## src/rtl/rgb_led_arbiter.sv

```systemverilog
`timescale 1ns/1ps
// Fixed-priority owner of the single active-low RGB LED with minimum visible hold and optional blink.
// req->grant/LED latency is one clk; grant, busy and LEDs all come straight from registers.
module rgb_led_arbiter #(
  parameter int CLK_HZ        = 12_000_000,
  parameter int NUM_REQ       = 4,
  parameter int MIN_HOLD_MS   = 100,
  parameter int BLINK_HALF_MS = 250
) (
  input  logic                   clk,
  input  logic                   rst_n,
  input  logic [NUM_REQ-1:0]     req,
  input  logic [3*NUM_REQ-1:0]   color,
  input  logic [NUM_REQ-1:0]     blink,
  output logic [NUM_REQ-1:0]     grant,
  output logic                   busy,
  output logic                   LED_R,
  output logic                   LED_G,
  output logic                   LED_B
);

  localparam int DIV    = CLK_HZ / 1000;
  localparam int PRE_W  = (DIV > 1) ? $clog2(DIV) : 1;
  localparam int HOLD_W = (MIN_HOLD_MS > 0) ? $clog2(MIN_HOLD_MS + 1) : 1;
  localparam int PH_W   = $clog2(BLINK_HALF_MS + 1);
  localparam int IDX_W  = (NUM_REQ > 1) ? $clog2(NUM_REQ) : 1;

  localparam logic [PRE_W-1:0]   PRE_MAX   = PRE_W'(DIV - 1);
  localparam logic [PRE_W-1:0]   PRE_ONE   = PRE_W'(1);
  localparam logic [HOLD_W-1:0]  HOLD_INIT = HOLD_W'(MIN_HOLD_MS);
  localparam logic [HOLD_W-1:0]  HOLD_ONE  = HOLD_W'(1);
  localparam logic [PH_W-1:0]    PH_INIT   = PH_W'(BLINK_HALF_MS);
  localparam logic [PH_W-1:0]    PH_ONE    = PH_W'(1);
  localparam logic [NUM_REQ-1:0] OH_ZERO   = NUM_REQ'(1);

  typedef enum logic {S_IDLE = 1'b0, S_SHOW = 1'b1} state_t;

  state_t               r_state;
  logic [PRE_W-1:0]     r_pre;
  logic [NUM_REQ-1:0]   r_grant;
  logic                 r_busy;
  logic [2:0]           r_col;
  logic                 r_blk;
  logic [HOLD_W-1:0]    r_hold;
  logic                 r_phase;
  logic [PH_W-1:0]      r_phase_cnt;
  logic [2:0]           r_led;

  logic                 w_tick;
  logic                 w_any;
  logic [IDX_W-1:0]     w_win_idx;
  logic [NUM_REQ-1:0]   w_win;
  logic [2:0]           w_win_col;
  logic                 w_win_blk;
  logic                 w_load;
  logic                 w_release;

  function automatic logic [2:0] f_led(input logic on, input logic [2:0] col);
    return ~({3{on}} & col);
  endfunction

  assign w_tick = (r_pre == PRE_MAX);

  always_ff @(posedge clk or negedge rst_n) begin
    if (!rst_n) begin
      r_pre <= '0;
    end else if (w_tick) begin
      r_pre <= '0;
    end else begin
      r_pre <= r_pre + PRE_ONE;
    end
  end

  // Descending scan so the lowest requesting index is the last one written.
  always_comb begin
    w_any     = 1'b0;
    w_win_idx = '0;
    for (int i = NUM_REQ - 1; i >= 0; i--) begin
      if (req[i]) begin
        w_any     = 1'b1;
        w_win_idx = IDX_W'(i);
      end
    end
    w_win     = w_any ? (OH_ZERO << w_win_idx) : '0;
    w_win_col = color[3*w_win_idx +: 3];
    w_win_blk = blink[w_win_idx];
  end

  // In release phase the owner stays exactly when it is still the winner.
  always_comb begin
    w_load    = 1'b0;
    w_release = 1'b0;
    if (r_state == S_IDLE) begin
      w_load = w_any;
    end else if (r_hold == '0) begin
      w_load    = w_any && (w_win != r_grant);
      w_release = !w_any;
    end
  end

  always_ff @(posedge clk or negedge rst_n) begin
    if (!rst_n) begin
      r_state     <= S_IDLE;
      r_grant     <= '0;
      r_busy      <= 1'b0;
      r_col       <= '0;
      r_blk       <= 1'b0;
      r_hold      <= '0;
      r_phase     <= 1'b1;
      r_phase_cnt <= '0;
      r_led       <= 3'b111;
    end else if (w_load) begin
      r_state     <= S_SHOW;
      r_grant     <= w_win;
      r_busy      <= 1'b1;
      r_col       <= w_win_col;
      r_blk       <= w_win_blk;
      r_hold      <= HOLD_INIT;
      r_phase     <= 1'b1;
      r_phase_cnt <= PH_INIT;
      r_led       <= f_led(1'b1, w_win_col);
    end else if (w_release) begin
      r_state <= S_IDLE;
      r_grant <= '0;
      r_busy  <= 1'b0;
      r_led   <= 3'b111;
    end else if (r_state == S_SHOW && w_tick) begin
      if (r_hold != '0) begin
        r_hold <= r_hold - HOLD_ONE;
      end
      if (r_blk) begin
        if (r_phase_cnt <= PH_ONE) begin
          r_phase     <= ~r_phase;
          r_phase_cnt <= PH_INIT;
          r_led       <= f_led(~r_phase, r_col);
        end else begin
          r_phase_cnt <= r_phase_cnt - PH_ONE;
        end
      end
    end
  end

  assign grant = r_grant;
  assign busy  = r_busy;
  assign LED_R = r_led[2];
  assign LED_G = r_led[1];
  assign LED_B = r_led[0];

endmodule

```

## config.mk

```make
export PLATFORM = sky130hd
export DESIGN_NAME = rgb_led_arbiter
export DESIGN_NICKNAME = d
export VERILOG_FILES = /design/src/rtl/rgb_led_arbiter.sv
export SDC_FILE = /design/constraint.sdc
export NUM_CORES = 1
export LEC_CHECK = 0
export BUFFER_PORTS_ARGS = -buffer_cell sky130_fd_sc_hd__buf_2
export CORE_MARGIN = 1
export CORE_UTILIZATION = 55
export CTS_CLUSTER_SIZE = 8
export DETAILED_ROUTE_END_ITERATION = 8
export GPL_TIMING_DRIVEN = 0
export PLACE_DENSITY = 0.8
export SLEW_MARGIN = 5
export SYNTH_ARGS = -nofsm -noshare
export SYNTH_HDL_FRONTEND = slang
export SYNTH_SLANG_ARGS = --single-unit
```

## constraint.sdc

```tcl
create_clock -name clk -period 2.8 [get_ports clk]
set_clock_uncertainty 0.05 [all_clocks]
set_input_delay 0.14 -clock clk [delete_from_list [all_inputs] [get_ports clk]]
set_output_delay 0.14 -clock clk [all_outputs]
set_load 0.01 [all_outputs]
```

==> metrics.txt, run 1 <==
outcome finished clean; critical path required time roughly 2.9 ns; worst path cell trace inv_1, ha_1, or3b_1, or4_1, buf_2, a21oi_1, clkbuf_4, inv_1, nand4_1, nor3_1, nand3b_1; count of cell types in the netlist between 40 and 50; register area share after synthesis 46.8%; Leakage between 1 and 1.5 nW; syn avg cell area ~9.7 um^2; first-pass GRT wire length around 8.0 mm; most frequent cells in the layout 38 x dfrtp_1, 30 x buf_2, 23 x nor2_1; Via Count 1,915; post-synthesis cell area around 2300 um^2; Final setup viols 0; min-delay worst type in -> reg; Setup Fix Bufs, Post-CTS 0; DP Wirelength between 3 and 4 mm; Rows 22; WL/cell between 10 and 15 um; Mapped Cells ~230; CP max stage delay about 0.4 ns; Worst path top cell family by delay simple AND/OR/NAND/NOR gates; core area around 3800 um^2; final-report hold violation count 0; Worst EP arrival about 2.8 ns; Die Width 66.1 um; Worst setup EP type register; Antenna Nets Post-Route 0; antenna violations before repair 0; Bufs and invs on worst path 4; most used cell, CP inv_1; via density per instance around 6; RSZ-0062 raised after global routing yes; CTS Buf Count 5; ys async rst share between 90% and 100%; vias in the first global route between 1,500 and 2,000; Synth Register Bits between 40 and 50; worst relative slew slack 37.5%; Synth Net Count 259; die footprint 4360 um^2; CTS Buffer Depth 2; Initial Util 59.4%; final net count just under 300; Final min period ~2.7 ns; DRT iter0 DRCs roughly 120; slowest CP cell dfrtp_1; total power 1.15 mW; H-tree depth 2; Max IR drop VDD 368 uV; fmax ~370 MHz; GPL Wtd Cong ~0.85; drc violations 0; number of synthesized flops with an enable pin 0; clk slew on worst S/H paths roughly 0.080 ns; I/O Pins 30; commonest non-fill, non-tap cell in the layout dfrtp_1; Num Clock Sinks 42; YS warnings 0; total wire length between 4 and 5 mm; CTS tree built; die height 66.1 um; ys flop type dfrtp_1; Inst Count DP 310; Setup CP Type reg -> reg; Post-Layout Cell Count ~320; Pre-antenna DRT Iters 4; Slew @ Worst Pin 0.924 ns; layout cell share with drive strength beyond 1 just under 20%; clock root cell clkbuf_8; Total Routing Usage GR around a quarter; global route overflow 0; CP max FO 10; Max-cap violations 0; largest net degree at the start of global routing between 40 and 50; Cell Pwr Density 446 nW/um^2; Area Overhead vs Synth 14.1%; clock insertion delay at the later pin of the skew report ~0.29 ns; crit start category register; period utilization ~96%; Slew Viols, Final 0; input/output buffers 29; ANT cells 0
## area by class of cell
cell class / instances / area, um^2
repair buffers: 30 / 155
inverters: 8 / 30.0
clock inverters: 1 / 5.00
multi-input cells: 175 / 1140
flip-flops and latches: 42 / 1060
well taps: 48 / 60.1
fillers: 296 / 1220
plain buffers: 8 / 43.8
clock buffers: 7 / 86.3
## kinds of logic (layout without fill, tap and decap cells)
group                      Yosys count  count (layout)  synth area share [%]
AOI/OAI and AO/OA                   49              49                  15.6
xor gates and xnor gates            16              16                  6.21
adders and majority gates            4               4                  2.22
buffers and inverters               16              54                  3.10
DFF                                 42              42                  46.8
muxes                                2               2                 0.998
and+or+nand+nor                    104             104                  25.1
## metrics by stage
step	utilization, %	hold slack [ns]	TNS, ns	cell area (um^2)	setup WS, ns
after floorplan	-	-0.206	0	2260	0.344
after global placement	64.8	0.279	0	2460	0.0695
after detailed placement	64.8	0.283	0	2460	0.121
after CTS	67.5	0.200	0	2560	0.0900
after global routing	67.8	0.187	-0.0771	2570	-0.0432
final	67.8	0.204	0	2570	0.111
## flip-flops by register name, summed over array words and instances, names as in the netlist
| register | count |
|---|---|
| grant | 4 |
| r_blk | 1 |
| r_led | 3 |
| r_hold | 7 |
| r_phase | 1 |
| r_pre | 14 |
| busy | 1 |
| r_phase_cnt | 8 |
| r_col | 3 |
## tightest hold or removal path, stage by stage
cell and delay [ns]:
buf_2 0.08, a221o_1 0.15, mux2_2 0.14
## synth_stat cells (all sizes together) (5+ instances only)
cell type   n  area share [%]
nor4        5             1.7
nand2      18             3.0
inv         8             1.3
dfrtp      38              42
o31ai       8             2.7
nor3        9             2.0
nand3      13             2.9
or4        10             3.3
nor2       24             4.0
a21oi       5             1.1
o21ai      10             2.2
xor2        9             3.5
xnor2       7             2.7
## where the power goes
part           switching, mW  internal [mW]  total, mW
Clock                  0.205          0.199      0.404
Sequential            0.0145          0.630      0.644
Combinational         0.0549         0.0462      0.101
## per-layer routing
| metal | vias to the layer above | share of wire (%) | GRT usage (%) | wire [um] |
|---|---|---|---|---|
| met4 | 0 | 1.0 | 10.6 | 47 |
| met3 | 4 | 4.3 | 5.86 | 200 |
| met5 | - | 0 | 0 | 0 |
| li1 | 929 | - | - | - |
| met2 | 55 | 48 | 40.3 | 2260 |
| met1 | 927 | 46 | 30.0 | 2170 |
## path summary, 6_finish.rpt
kind	slack, ns	start	cells after the start	to
max	0.11	r_hold[0]	11	r_phase_cnt[5]
min	0.20	blink[3]	3	r_blk
max reg2reg	0.11	r_hold[0]	11	r_phase_cnt[5]
min reg2reg	0.42	r_col[0]	1	r_col[0]
max in group asynchronous	1.65	rst_n	2	r_phase_cnt[2]
min in group asynchronous	0.47	rst_n	2	grant[1]
## repair_timing
action / in CTS / in global routing
hold buffers: 1 / 0
hold endpoints to repair: 38 / 0
endpoints found under the setup margin: 0 / 10
resized for setup: 0 / 6
(Power assumes the default switching activity.)
==> run 2: changes to the inputs <==
--- a/config.mk
+++ b/config.mk
@@ -6,12 +6,12 @@
 export NUM_CORES = 1
 export LEC_CHECK = 0
 export BUFFER_PORTS_ARGS = -buffer_cell sky130_fd_sc_hd__buf_2
-export CORE_MARGIN = 1
-export CORE_UTILIZATION = 55
+export CORE_ASPECT_RATIO = 0.8
+export CORE_UTILIZATION = 40
 export CTS_CLUSTER_SIZE = 8
 export DETAILED_ROUTE_END_ITERATION = 8
 export GPL_TIMING_DRIVEN = 0
-export PLACE_DENSITY = 0.8
+export PLACE_DENSITY = 0.62
 export SLEW_MARGIN = 5
 export SYNTH_ARGS = -nofsm -noshare
 export SYNTH_HDL_FRONTEND = slang
==> metrics.txt, run 2 (synthesis results as in run 1) <==
first-pass GRT wire length 8.52 mm (was 8.02 mm); Num Clock Sinks 42 (unchanged); clk slew on worst S/H paths 0.08 ns (about the same); Final setup viols 0 (unchanged); Leakage 1.10 nW (was 1.08 nW); hold wc startpoint blink[3] (unchanged); clock insertion delay at the later pin of the skew report 0.30 ns (was 0.29 ns); Worst EP arrival 2.79 ns (was 2.80 ns); WL/cell 14.1 um (was 14.7 um); global route overflow 0 (unchanged); CTS tree built (unchanged); DP Wirelength 3.53 mm (was 3.33 mm); Total Routing Usage GR 18.3% (was 24.3%); clock power share 38.9% (was 35.2%); Max-cap violations 0 (unchanged); Worst setup EP type register (unchanged); total power 1.23 mW (was 1.15 mW); min-delay worst type in -> reg (unchanged); Slew @ Worst Pin 1.07 ns (was 0.924 ns); Slew Viols, Final 0 (unchanged); I/O Pins 30 (unchanged); drc violations 0 (unchanged); die footprint 5950 um^2 (was 4360 um^2); clock root cell clkbuf_8 (unchanged); max reg flops 14 (unchanged); switching share of total power 23.1% (was 23.9%); Hold Slack 0.203 ns (was 0.204 ns); most frequent cells in the layout 38 x dfrtp_1, 30 x buf_2, 23 x nor2_1 (unchanged); Antenna Nets Post-Route 0 (unchanged); antenna violations before repair 0 (unchanged); Cell Pwr Density 457 nW/um^2 (was 446 nW/um^2); crit start category register (unchanged); layout cell share with drive strength beyond 1 21.4% (was 19.6%); Die Width 86.0 um (was 66.1 um); DRT iter0 DRCs 136 (was 115); vias in the first global route 1,815 (was 1,835); Reg-to-Reg End r_phase_cnt[0] (was r_phase_cnt[5]); core area 5440 um^2 (was 3800 um^2); via density per instance 5.38 (was 6.00); H-tree depth 2 (unchanged); worst relative slew slack 28.2% (was 37.5%); Most flops, register r_pre (unchanged); R2R Setup Slk 0.17 ns (was 0.11 ns); period utilization 93.9% (was 96.0%); ANT cells 0 (unchanged); Area Overhead vs Synth 18.7% (was 14.1%); final-report hold violation count 0 (unchanged); Comb power frac 8.5% (was 8.8%); Initial Util 41.5% (was 59.4%); GPL Wtd Cong 0.782 (was 0.849); input/output buffers 29 (unchanged); crit path capture r_phase_cnt[0] (was r_phase_cnt[5]); final net count 296 (unchanged); CTS Buf Count 5 (unchanged); RSZ-0062 raised after global routing no (was yes); biggest regs r_pre: 14 flops, r_phase_cnt: 8 flops, r_hold: 7 flops (unchanged); outcome finished clean (unchanged); CTS Buffer Depth 2 (unchanged); Via Count 1,878 (was 1,915); Setup CP Type reg -> reg (unchanged); Pint 942 uW (was 875 uW); die height 69.2 um (was 66.1 um); Final min period 2.63 ns (was 2.69 ns); Seq pwr share 52.6% (was 56.0%); Rows 24 (was 22); largest net degree at the start of global routing 43 (unchanged); RR Startpoint r_hold[0] (unchanged); total wire length 4.93 mm (was 4.68 mm); commonest non-fill, non-tap cell in the layout dfrtp_1 (unchanged); Net Sw Power 283 uW (was 275 uW); CP Launch Point r_hold[0] (unchanged); Reg2Reg Depth 8 (was 11); Pre-antenna DRT Iters 4 (unchanged); CP max FO 8 (was 10); Max IR drop VDD 153 uV (was 368 uV); Final TNS setup 0 ns (unchanged); critical path required time 2.96 ns (was 2.91 ns); fmax 380 MHz (was 372 MHz)
-- run 2: layout make-up --
cell class / instances / area [um^2]
fill: 520 / 2760
multi-input combinational: 175 / 1180
sequential: 42 / 1060
timing repair buffer: 30 / 155
tap: 78 / 97.6
clock buffer: 6 / 72.6
buffer: 8 / 46.3
clock inverter: 2 / 37.5
inverter: 8 / 30.0
-- run 2: what timing repair did --
action                                 CTS  global route
setup endpoints to repair                3            15
endpoints found under the hold margin   38             0
hold buffers                             1             0
buffers inserted                         0             0
resized for setup                        2            17
pin swaps                                0             1
gates cloned                             0             0
-- run 2: worst min path at each step --
stage                            to  depth (start not counted)
after CTS                     r_blk                          3
after global placement    r_pre[11]                          1
after detailed placement   grant[2]                          1
final                         r_blk                          3
after global routing          r_blk                          3
after floorplan                busy                          0
-- run 2: through the flow --
| step | worst slack [ns] | util [%] | cell area (um^2) | instances |
|---|---|---|---|---|
| 3_3_place_gp | 0.0375 | 46.0 | 2500 | 340 |
| 2_1_floorplan | 0.344 | - | 2260 | 233 |
| 5_1_grt | 0.0193 | 49.3 | 2680 | 349 |
| 3_5_place_dp | 0.00395 | 46.0 | 2500 | 340 |
| 4_1_cts | 0.0539 | 48.3 | 2630 | 349 |
| 6_report | 0.171 | 49.3 | 2680 | 349 |
-- run 2: routing by layer --
metal	up-vias	track usage [%]	wire length, um
met5	-	0	0
met4	0	6.85	90
met3	9	4.29	311
met2	63	27.5	2110
met1	872	25.8	2420
li1	934	-	-
-- run 2: critical path: stages, from the launching register on --
cell	delay, ns
dfrtp_1	0.41
inv_1	0.07
ha_1	0.16
or3b_4	0.39
or4_1	0.40
buf_4	0.18
o211a_4	0.26
or4_1	0.49
o22ai_1	0.14
-- run 2: power groups by stage --
stage	Sequential, mW	Combinational, mW	Clock (mW)
3_5_place_dp	0.657	0.102	0
4_1_cts	0.645	0.104	0.494
6_report	0.645	0.104	0.477
2_1_floorplan	0.657	0.0495	0
3_3_place_gp	0.655	0.101	0
5_1_grt	0.648	0.118	0.514
==> run 3: changes to the inputs <==
--- a/config.mk
+++ b/config.mk
@@ -10,7 +10,6 @@
 export CORE_UTILIZATION = 40
 export CTS_CLUSTER_SIZE = 8
 export DETAILED_ROUTE_END_ITERATION = 8
-export GPL_TIMING_DRIVEN = 0
 export PLACE_DENSITY = 0.62
 export SLEW_MARGIN = 5
 export SYNTH_ARGS = -nofsm -noshare
==> metrics.txt, run 3 (synthesis results as in run 1) <==
total wire length 4.71 mm (was 4.93 mm); via density per instance 5.32 (was 5.38); Reg-to-Reg End r_phase_cnt[2] (was r_phase_cnt[0]); fmax 389 MHz (was 380 MHz); first-pass GRT wire length 8.37 mm (was 8.52 mm); clk slew on worst S/H paths 0.07 ns (was 0.08 ns); CTS Buffer Depth 2 (unchanged); Final setup viols 0 (unchanged); Final TNS setup 0 ns (unchanged); final net count 296 (unchanged); RR Startpoint r_hold[0] (unchanged); CP max FO 15 (was 8); Most flops, register r_pre (unchanged); biggest regs r_pre: 14 flops, r_phase_cnt: 8 flops, r_hold: 7 flops (unchanged); RSZ-0062 raised after global routing no (unchanged); worst relative slew slack 38.3% (was 28.2%); Slew Viols, Final 0 (unchanged); Slew @ Worst Pin 0.925 ns (was 1.07 ns); Area Overhead vs Synth 17.3% (was 18.7%); final-report hold violation count 0 (unchanged); DRT iter0 DRCs 182 (was 136); commonest non-fill, non-tap cell in the layout dfrtp_1 (unchanged); min-delay worst type in -> reg (unchanged); crit path capture r_phase_cnt[2] (was r_phase_cnt[0]); max reg flops 14 (unchanged); CP max stage delay 0.49 ns (about the same); Max-cap violations 0 (unchanged); global route overflow 0 (unchanged); input/output buffers 29 (unchanged); Worst path top cell family by delay simple AND/OR/NAND/NOR gates (unchanged); CTS tree built (unchanged); Setup CP Type reg -> reg (unchanged); Leakage 1.11 nW (was 1.10 nW); crit start category register (unchanged); Cell Pwr Density 461 nW/um^2 (was 457 nW/um^2); CTS Buf Count 5 (unchanged); outcome finished clean (unchanged); ANT cells 0 (unchanged); Antenna Nets Post-Route 0 (unchanged); die height 69.2 um (unchanged); vias in the first global route 1,757 (was 1,815); antenna violations before repair 0 (unchanged); Die Width 86.0 um (unchanged); period utilization 91.8% (was 93.9%); layout cell share with drive strength beyond 1 21.0% (was 21.4%); Pre-antenna DRT Iters 4 (unchanged); drc violations 0 (unchanged); Setup Fix Bufs, Post-CTS 0 (unchanged); Bufs and invs on worst path 1 (was 2); clock insertion delay at the later pin of the skew report 0.30 ns (about the same); DP Wirelength 3.42 mm (was 3.53 mm); Worst EP arrival 2.74 ns (was 2.79 ns); Max IR drop VDD 169 uV (was 153 uV); I/O Pins 30 (unchanged); critical path required time 2.97 ns (was 2.96 ns); largest net degree at the start of global routing 43 (unchanged); total power 1.22 mW (was 1.23 mW); die footprint 5950 um^2 (unchanged); Total Routing Usage GR 17.8% (was 18.3%); worst path cell trace inv_1, ha_1, or3b_1, or4_4, o211a_4, or4_1, a21boi_1 (was inv_1, ha_1, or3b_4, or4_1, buf_4, o211a_4, or4_1, o22ai_1); Final min period 2.57 ns (was 2.63 ns); Initial Util 41.5% (unchanged); H-tree depth 2 (unchanged); most frequent cells in the layout 38 x dfrtp_1, 29 x buf_2, 24 x nor2_1 (was 38 x dfrtp_1, 30 x buf_2, 23 x nor2_1); slowest CP cell or4_4 (was or4_1); core area 5440 um^2 (unchanged); GPL Wtd Cong 0.776 (was 0.782); R2R Setup Slk 0.23 ns (was 0.17 ns); WL/cell 13.5 um (was 14.1 um); Rows 24 (unchanged); clock root cell clkbuf_8 (unchanged); Hold Slack 0.216 ns (was 0.203 ns); Via Count 1,856 (was 1,878); Crit path depth 7 (was 8); CP Launch Point r_hold[0] (unchanged); Worst setup EP type register (unchanged); Num Clock Sinks 42 (unchanged); Reg2Reg Depth 7 (was 8)
## run 3: through the flow
step / utilization, % / instance area (um^2) / instances / setup slack [ns]
final: 48.7 / 2650 / 349 / 0.228
after global routing: 48.7 / 2650 / 349 / 0.0892
after CTS: 48.6 / 2640 / 349 / 0.112
after detailed placement: 46.4 / 2520 / 340 / 0.123
after global placement: 46.4 / 2520 / 340 / 0.182
after floorplan: - / 2260 / 233 / 0.344
## run 3: worst min path at each step
| stage | start | endpoint | slack (ns) | cells past startpoint |
|---|---|---|---|---|
| finish | req[1] | grant[1] | 0.22 | 2 |
| global placement | rst_n | r_pre[11] | 0.29 | 1 |
| floorplan | rst_n | busy | -0.21 | 0 |
| detailed placement | rst_n | r_pre[11] | 0.29 | 1 |
| global route | blink[3] | r_blk | 0.22 | 3 |
| CTS | req[0] | grant[0] | 0.20 | 2 |
## run 3: final cells by class
cell class | count | area [um^2]
Clock buffer | 6 | 72.6
Fill cell | 530 | 2790
Tap cell | 78 | 97.6
Inverter | 8 | 30.0
Timing Repair Buffer | 38 | 215
Clock inverter | 2 | 37.5
Sequential cell | 42 | 1060
Multi-Input combinational cell | 175 | 1140
## run 3: where the power goes
| group | internal (mW) | switching, mW |
|---|---|---|
| sequential | 0.630 | 0.0145 |
| combinational | 0.0463 | 0.0562 |
| clock | 0.266 | 0.209 |
| total | 0.942 | 0.279 |
## run 3: what timing repair did
action	CTS	global route
hold endpoints to repair	38	0
hold buffers	1	0
resized for setup	0	2
setup endpoints to repair	0	7
## run 3: per-layer routing
| metal | track usage (%) | vias to the layer above | routed length (um) |
|---|---|---|---|
| li1 | - | 935 | - |
| met4 | 6.67 | 0 | 77 |
| met5 | 0 | - | 0 |
| met3 | 4.05 | 7 | 270 |
| met1 | 28.0 | 865 | 2600 |
| met2 | 23.5 | 49 | 1760 |
